`config.mk`:
```
export PLATFORM = sky130hd
export DESIGN_NAME = sobel_dir_arbiter
export DESIGN_NICKNAME = d
export VERILOG_FILES = /design/src/rtl/sobel_pkg.sv /design/src/rtl/rr_arbiter.sv /design/src/rtl/sobel_dir_arbiter.sv
export SDC_FILE = /design/constraint.sdc
export NUM_CORES = 1
export LEC_CHECK = 0
export CAP_MARGIN = 20
export CORE_MARGIN = 2
export CORE_UTILIZATION = 44
export CTS_CLUSTER_SIZE = 14
export DETAILED_ROUTE_END_ITERATION = 8
export GPL_ROUTABILITY_DRIVEN = 0
export PLACE_DENSITY = 0.8
export SYNTH_ARGS = -nofsm -noshare
export SYNTH_HDL_FRONTEND = slang
export SYNTH_SLANG_ARGS = --single-unit
```
`constraint.sdc`:
```
create_clock -name i_clk -period 2.54 [get_ports i_clk]
set_clock_uncertainty 0.05 [all_clocks]
set_input_delay 0.381 -clock i_clk [delete_from_list [all_inputs] [get_ports i_clk]]
set_output_delay 0.381 -clock i_clk [all_outputs]
set_load 0.02 [all_outputs]
```
`src/rtl/sobel_pkg.sv`:
```
// Shared types for the Sobel direction arbiter: quantizer angle ranges and the
// {id, range} result word held in the result FIFO.
package sobel_pkg;

  typedef enum logic [1:0] {
    DIR_H   = 2'b00,
    DIR_45  = 2'b01,
    DIR_V   = 2'b10,
    DIR_135 = 2'b11
  } dir_e;

  // Wide enough for the largest supported requester count (8).
  localparam int MAX_ID_W = 3;

  typedef struct packed {
    logic [MAX_ID_W-1:0] id;
    dir_e                range;
  } res_t;

endpackage

```
`src/rtl/rr_arbiter.sv`:
```
// Round-robin arbiter: grants the first requester after the last accepted one,
// only while enabled; the pointer moves on every issued grant.
module rr_arbiter #(
  parameter  int NREQ = 2,
  localparam int IDW  = $clog2(NREQ)
) (
  input  logic            clk,
  input  logic            rst_n,
  input  logic [NREQ-1:0] req,
  input  logic            en,
  output logic [NREQ-1:0] gnt,
  output logic [IDW-1:0]  gnt_idx,
  output logic            gnt_valid
);

  logic [IDW-1:0] last_q, last_d;

  always_comb begin
    int idx;
    idx       = 0;
    gnt       = '0;
    gnt_idx   = '0;
    gnt_valid = 1'b0;
    last_d    = last_q;
    for (int k = 1; k <= NREQ; k++) begin
      idx = (int'(last_q) + k) % NREQ;
      if (en && !gnt_valid && req[IDW'(idx)]) begin
        gnt_valid = 1'b1;
        gnt_idx   = IDW'(idx);
      end
    end
    // A grant is only offered to a valid requester, so grant == accept.
    if (gnt_valid) begin
      gnt[gnt_idx] = 1'b1;
      last_d       = gnt_idx;
    end
  end

  always_ff @(posedge clk or negedge rst_n) begin
    if (!rst_n) begin
      last_q <= IDW'(NREQ - 1);
    end else begin
      last_q <= last_d;
    end
  end

endmodule

```
`src/rtl/sobel_dir_arbiter.sv`:
```
// Shares one fixed-latency gradient-direction quantizer among NREQ Sobel lanes,
// returning {id, range} results in issue order through a FWFT result FIFO.
module sobel_dir_arbiter
  import sobel_pkg::*;
#(
  parameter int NBIT_SOBEL = 11,
  parameter int NREQ       = 2,
  parameter int LAT        = 1,
  parameter int DEPTH      = 4
) (
  input  logic                       i_clk,
  input  logic                       i_rst_n,
  input  logic [NREQ-1:0]            i_req_valid,
  output logic [NREQ-1:0]            o_req_ready,
  input  logic [NREQ*NBIT_SOBEL-1:0] i_req_gx,
  input  logic [NREQ*NBIT_SOBEL-1:0] i_req_gy,
  output logic                       o_dir_valid,
  output logic [NBIT_SOBEL-1:0]      o_dir_gx,
  output logic [NBIT_SOBEL-1:0]      o_dir_gy,
  input  logic [1:0]                 i_dir_range,
  output logic                       o_res_valid,
  input  logic                       i_res_ready,
  output logic [$clog2(NREQ)-1:0]    o_res_id,
  output logic [1:0]                 o_res_range,
  output logic                       o_busy
);

  localparam int IDW = $clog2(NREQ);
  localparam int AW  = $clog2(DEPTH);
  localparam int CW  = AW + 1;

  // Handshakes: a transfer happens on a rising edge where valid and ready are
  // both high; valid never waits on ready, ready may depend on valid.

  logic [NREQ-1:0]       gnt;
  logic [IDW-1:0]        gnt_idx;
  logic                  gnt_valid;
  logic                  issue_ok;
  logic [CW:0]           occupancy;

  logic                  dir_valid_q, dir_valid_d;
  logic [NBIT_SOBEL-1:0] gx_q, gx_d, gy_q, gy_d;
  logic [IDW-1:0]        dir_id_q, dir_id_d;
  logic [LAT-1:0]        tag_v_q, tag_v_d;
  logic [IDW-1:0]        tag_id_q [LAT];
  logic [IDW-1:0]        tag_id_d [LAT];
  res_t                  mem_q [DEPTH];
  res_t                  mem_d [DEPTH];
  res_t                  head;
  logic [AW-1:0]         wr_ptr_q, wr_ptr_d, rd_ptr_q, rd_ptr_d;
  logic [CW-1:0]         count_q, count_d;
  logic                  push, pop;

  // Everything issued but not yet popped holds a credit; same-cycle pops are
  // not credited back, which keeps the check purely registered.
  always_comb begin
    occupancy = (CW+1)'(count_q) + (CW+1)'(dir_valid_q);
    for (int s = 0; s < LAT; s++) occupancy = occupancy + (CW+1)'(tag_v_q[s]);
    issue_ok = occupancy < (CW+1)'(DEPTH);
  end

  rr_arbiter #(.NREQ(NREQ)) u_arb (
    .clk      (i_clk),
    .rst_n    (i_rst_n),
    .req      (i_req_valid),
    .en       (issue_ok),
    .gnt      (gnt),
    .gnt_idx  (gnt_idx),
    .gnt_valid(gnt_valid)
  );

  always_comb begin
    dir_valid_d = gnt_valid;
    gx_d        = gx_q;
    gy_d        = gy_q;
    dir_id_d    = dir_id_q;
    if (gnt_valid) dir_id_d = gnt_idx;
    for (int i = 0; i < NREQ; i++) begin
      if (gnt[i]) begin
        gx_d = i_req_gx[i*NBIT_SOBEL +: NBIT_SOBEL];
        gy_d = i_req_gy[i*NBIT_SOBEL +: NBIT_SOBEL];
      end
    end

    tag_v_d[0]  = dir_valid_q;
    tag_id_d[0] = dir_id_q;
    for (int s = 1; s < LAT; s++) begin
      tag_v_d[s]  = tag_v_q[s-1];
      tag_id_d[s] = tag_id_q[s-1];
    end

    // The quantizer result lines up with the last tag stage.
    push  = tag_v_q[LAT-1];
    pop   = (count_q != '0) && i_res_ready;
    mem_d = mem_q;
    if (push) begin
      mem_d[wr_ptr_q].id    = MAX_ID_W'(tag_id_q[LAT-1]);
      mem_d[wr_ptr_q].range = dir_e'(i_dir_range);
    end
    wr_ptr_d = wr_ptr_q + AW'(push);
    rd_ptr_d = rd_ptr_q + AW'(pop);
    count_d  = count_q + CW'(push) - CW'(pop);
  end

  always_ff @(posedge i_clk or negedge i_rst_n) begin
    if (!i_rst_n) begin
      dir_valid_q <= 1'b0;
      gx_q        <= '0;
      gy_q        <= '0;
      dir_id_q    <= '0;
      tag_v_q     <= '0;
      for (int s = 0; s < LAT; s++) tag_id_q[s] <= '0;
      wr_ptr_q    <= '0;
      rd_ptr_q    <= '0;
      count_q     <= '0;
    end else begin
      dir_valid_q <= dir_valid_d;
      gx_q        <= gx_d;
      gy_q        <= gy_d;
      dir_id_q    <= dir_id_d;
      tag_v_q     <= tag_v_d;
      tag_id_q    <= tag_id_d;
      wr_ptr_q    <= wr_ptr_d;
      rd_ptr_q    <= rd_ptr_d;
      count_q     <= count_d;
    end
  end

  always_ff @(posedge i_clk) begin
    mem_q <= mem_d;
  end

  always_ff @(posedge i_clk) begin
    if (i_rst_n) assert (!(push && count_q == CW'(DEPTH)));
  end

  assign head        = mem_q[rd_ptr_q];
  assign o_req_ready = gnt;
  assign o_dir_valid = dir_valid_q;
  assign o_dir_gx    = gx_q;
  assign o_dir_gy    = gy_q;
  assign o_res_valid = count_q != '0;
  assign o_res_id    = o_res_valid ? IDW'(head.id) : '0;
  assign o_res_range = o_res_valid ? head.range : DIR_H;
  assign o_busy      = o_res_valid | dir_valid_q | (|tag_v_q);

endmodule

```
==> summary.txt <==
Cells and area
  • N_diodes: 0
  • # nets final: 289
  • Final core utilization: 0.661
  • Finished Layout Cells: ~300
  • Layout cells sized above 1: 0.272
  • Filler cells: 357
  • Layout area overhead: 44.4%

Critical path
  • Reg2reg start: count_q[0]$_DFF_PN0_
  • Worst Path Required: 2.11 ns
  • Reg-to-Reg End: o_dir_gx[9]$_DFFE_PN0P_
  • WP data arrival: 1.99 ns
  • Reg2reg setup slack: 0.48 ns
  • CP endpoint kind: primary output
  • Reg2Reg Depth: 6
  • Crit path max fanout: 3
  • Crit Path Category: reg2out
  • Crit start category: flip-flop

Power
  • Cell Pwr Density: 1190 mW/mm^2
  • Pleak: 1.28 nW
  • VDD IR max: 0.621 mV

Placement
  • Placed Cells: between 200 and 300
  • Post-DP HPWL: 3.11 mm
  • I/O Buffers: 79
  • Worst slack at placement: 0.172 ns

Synthesis
  • Synthesized net count: 203
  • Mapped Area: 0.00216 mm^2
  • Top cells by area, synth: dfrtp_1 38%, mux2_2 23%, edfxtp_1 17%
  • Mean Syn Cell Area: around 15 um^2
  • Synth warnings: 0
  • #FFs+latches synth: 46
  • Yosys cell types: 23
  • Sequential area share after synthesis: 0.561
  • Top cell type's share of synthesized area: 0.382
  • Post-synth top area cell: dfrtp_1
  • Cells after Synth: 145

Clock tree
  • H-tree lvl count: 2
  • Clock Sinks: 46
  • CTS root buf: clkbuf_8
  • Maximum clock insertion buffer count: 2
  • Cts-stage hold buffer count: 0
  • Post-CTS Setup Inserts: 0
  • CTS tree: yes
  • Clock transition at path regs: 0.08 ns
  • Clock latency on the worst-skew pair: 0.30 ns
  • CTS buffer count: 5

Route
  • DR WL/cell: between 10 and 15 um
  • Drt total wl: 4.01 mm
  • DRT iter0 DRCs: 67
  • Via count: 1400
  • DR DRC count: 0
  • Final antenna-violating net count: 0
  • DR pass1 iterations: 4
  • Vias per std cell: 4.68

GRT
  • Met1 Use GR: 0.198
  • Vias in the first global route: 1393
  • Met2 Usage GRT: 0.246
  • Initial antenna violation count: 0
  • Grt total ovfl: 0
  • Global-route wire length before repair: 6.37 mm
  • Busiest layer in global routing: met2
  • Largest net degree at the start of global routing: 35
  • Grt met3 use: 0.0474
  • Total GRT Usage: 0.154

Hold path
  • Hold Crit Start: dir_id_q$_DFFE_PN0N_
  • Hold EP: tag_id_q$_DFF_PN0_
  • Hold Crit Class: reg2reg
  • Hold path depth: 0

Timing
  • Final worst-path cycle share: 0.951
  • Final worst slack: 0.124 ns
  • RSZ-0062 raised after global routing: false
  • Worst slew pin tran: 0.471 ns
  • Final hold viol count: 0
  • Tmin final: 2.42 ns
  • Slew HR: 0.684
  • FMAX: 414 MHz
  • Fin Setup TNS: 0 ns
  • Max-slew violations: 0
  • Final setup fails: 0

Floorplanning
  • Die X: 74.1 um
  • Die ar.: 0.00549 mm^2
  • Num rows: 25
  • Core area: 0.00472 mm^2
  • Die H: 74.1 um
  • Initial Util: 0.457
  • Io pins: a little over 80

Run
  • Max cap viols: 0

Run status
  • Outcome: complete, no violations
[worst max path at each step]
stage | start | end | cells after the start
after floorplan | push$_DFF_PN0_ | o_req_ready[0] | 6
after global placement | count_q[0]$_DFF_PN0_ | o_req_ready[0] | 6
after detailed placement | count_q[0]$_DFF_PN0_ | o_req_ready[0] | 6
after CTS | count_q[1]$_DFF_PN0_ | o_busy | 5
after global routing | count_q[0]$_DFF_PN0_ | o_req_ready[0] | 6
final | count_q[0]$_DFF_PN0_ | o_req_ready[1] | 6
[per-stage QoR]
stage / power [W] / cell area [um^2] / hold WS (ns)
6_report: 0.00371 / 3120 / 0.324
5_1_grt: 0.00396 / 3120 / 0.343
3_3_place_gp: 0.00330 / 3040 / 0.307
4_1_cts: 0.00376 / 3120 / 0.327
3_5_place_dp: 0.00334 / 3040 / 0.308
2_1_floorplan: 0.00257 / 2160 / 0.0354
[state kept, by name, indices dropped and copies added, names as in the netlist]
name and cells:
count_q 3, dir_id_q 1, mem_q 12, o_dir_gx 11, o_dir_gy 11, o_dir_valid 1, push 1, rd_ptr_q 2
tag_id_q 1, u_arb.last_q 1, wr_ptr_q 2
[routing by layer]
layer / vias up / share of wire
li1: 687 / -
met4: 0 / 0.024
met5: - / 0
met2: 49 / 0.49
met3: 8 / 0.058
met1: 656 / 0.43
[power breakdown]
part	leakage (nW)	internal, W	switching (W)	total [W]
combinational	0.723	0.00110	0.000843	0.00194
sequential	0.510	0.00112	0.000236	0.00135
clock	0.0426	0.000189	0.000226	0.000415
total	1.28	0.00240	0.00130	0.00371
[critical path, cell delays in order (launching register included)]
cell and delay [ns]:
dfrtp_1 0.42, ha_1 0.31, a21oi_2 0.15, mux2i_1 0.28, o21ai_4 0.09, nor2_1 0.10
dlygate4sd2_1 0.34
[timing repair]
| item | in CTS | in global routing |
|---|---|---|
| endpoints found under the setup margin | 2 | 1 |
| resized for setup | 2 | 1 |
| pin swaps | 0 | 0 |
[kinds of logic (layout without fill, tap and decap cells)]
kind of cell / count (synthesis) / after routing / share of synthesized area
multiplexers: 49 / 49 / 0.270
flip-flops: 46 / 46 / 0.561
AND/OR/NAND/NOR: 25 / 25 / 0.0678
buffers and inverters: 12 / 99 / 0.0290
adder cells (fa/ha/maj): 7 / 7 / 0.0440
XOR/XNOR: 4 / 4 / 0.0162
AO/OA/AOI/OAI: 2 / 2 / 0.0116
[Yosys cell counts, drive strengths merged]
cell type and n:
a21oi 1, o21ai 1, nand3b 1, dfstp 1
mux4 3, nor2 3, fa 1, xor2 2
and3 3, ha 6, nor2b 6, or3 1
inv 7, nor3 3, mux2 45, buf 4
xnor2 2, mux2i 1, clkbuf 1, and2 8
edfxtp 12, dfrtp 33
[final cells by class]
type | count | area, um^2 | share of cell area
clock buffers | 6 | 72.6 | 0.0233
well taps | 67 | 83.8 | 0.0269
clock inverters | 2 | 8.76 | 0.00281
inverters | 7 | 26.3 | 0.00842
repair buffers | 84 | 826 | 0.265
flip-flops and latches | 46 | 1210 | 0.389
multi-input cells | 87 | 891 | 0.285
[placed cells by master (no fill, tap or decap), types with 2 or more instances in the layout]
master,count
and2_1,8
and3_1,3
buf_4,5
clkbuf_8,5
clkdlybuf4s50_1,77
dfrtp_1,33
dlygate4sd2_1,2
edfxtp_1,12
ha_1,6
inv_1,7
mux2_2,45
mux4_2,3
nor2_1,3
nor2b_1,6
nor3_1,2
xnor2_1,2
xor2_1,2
No activity file was read; power rests on OpenSTA's default activity.
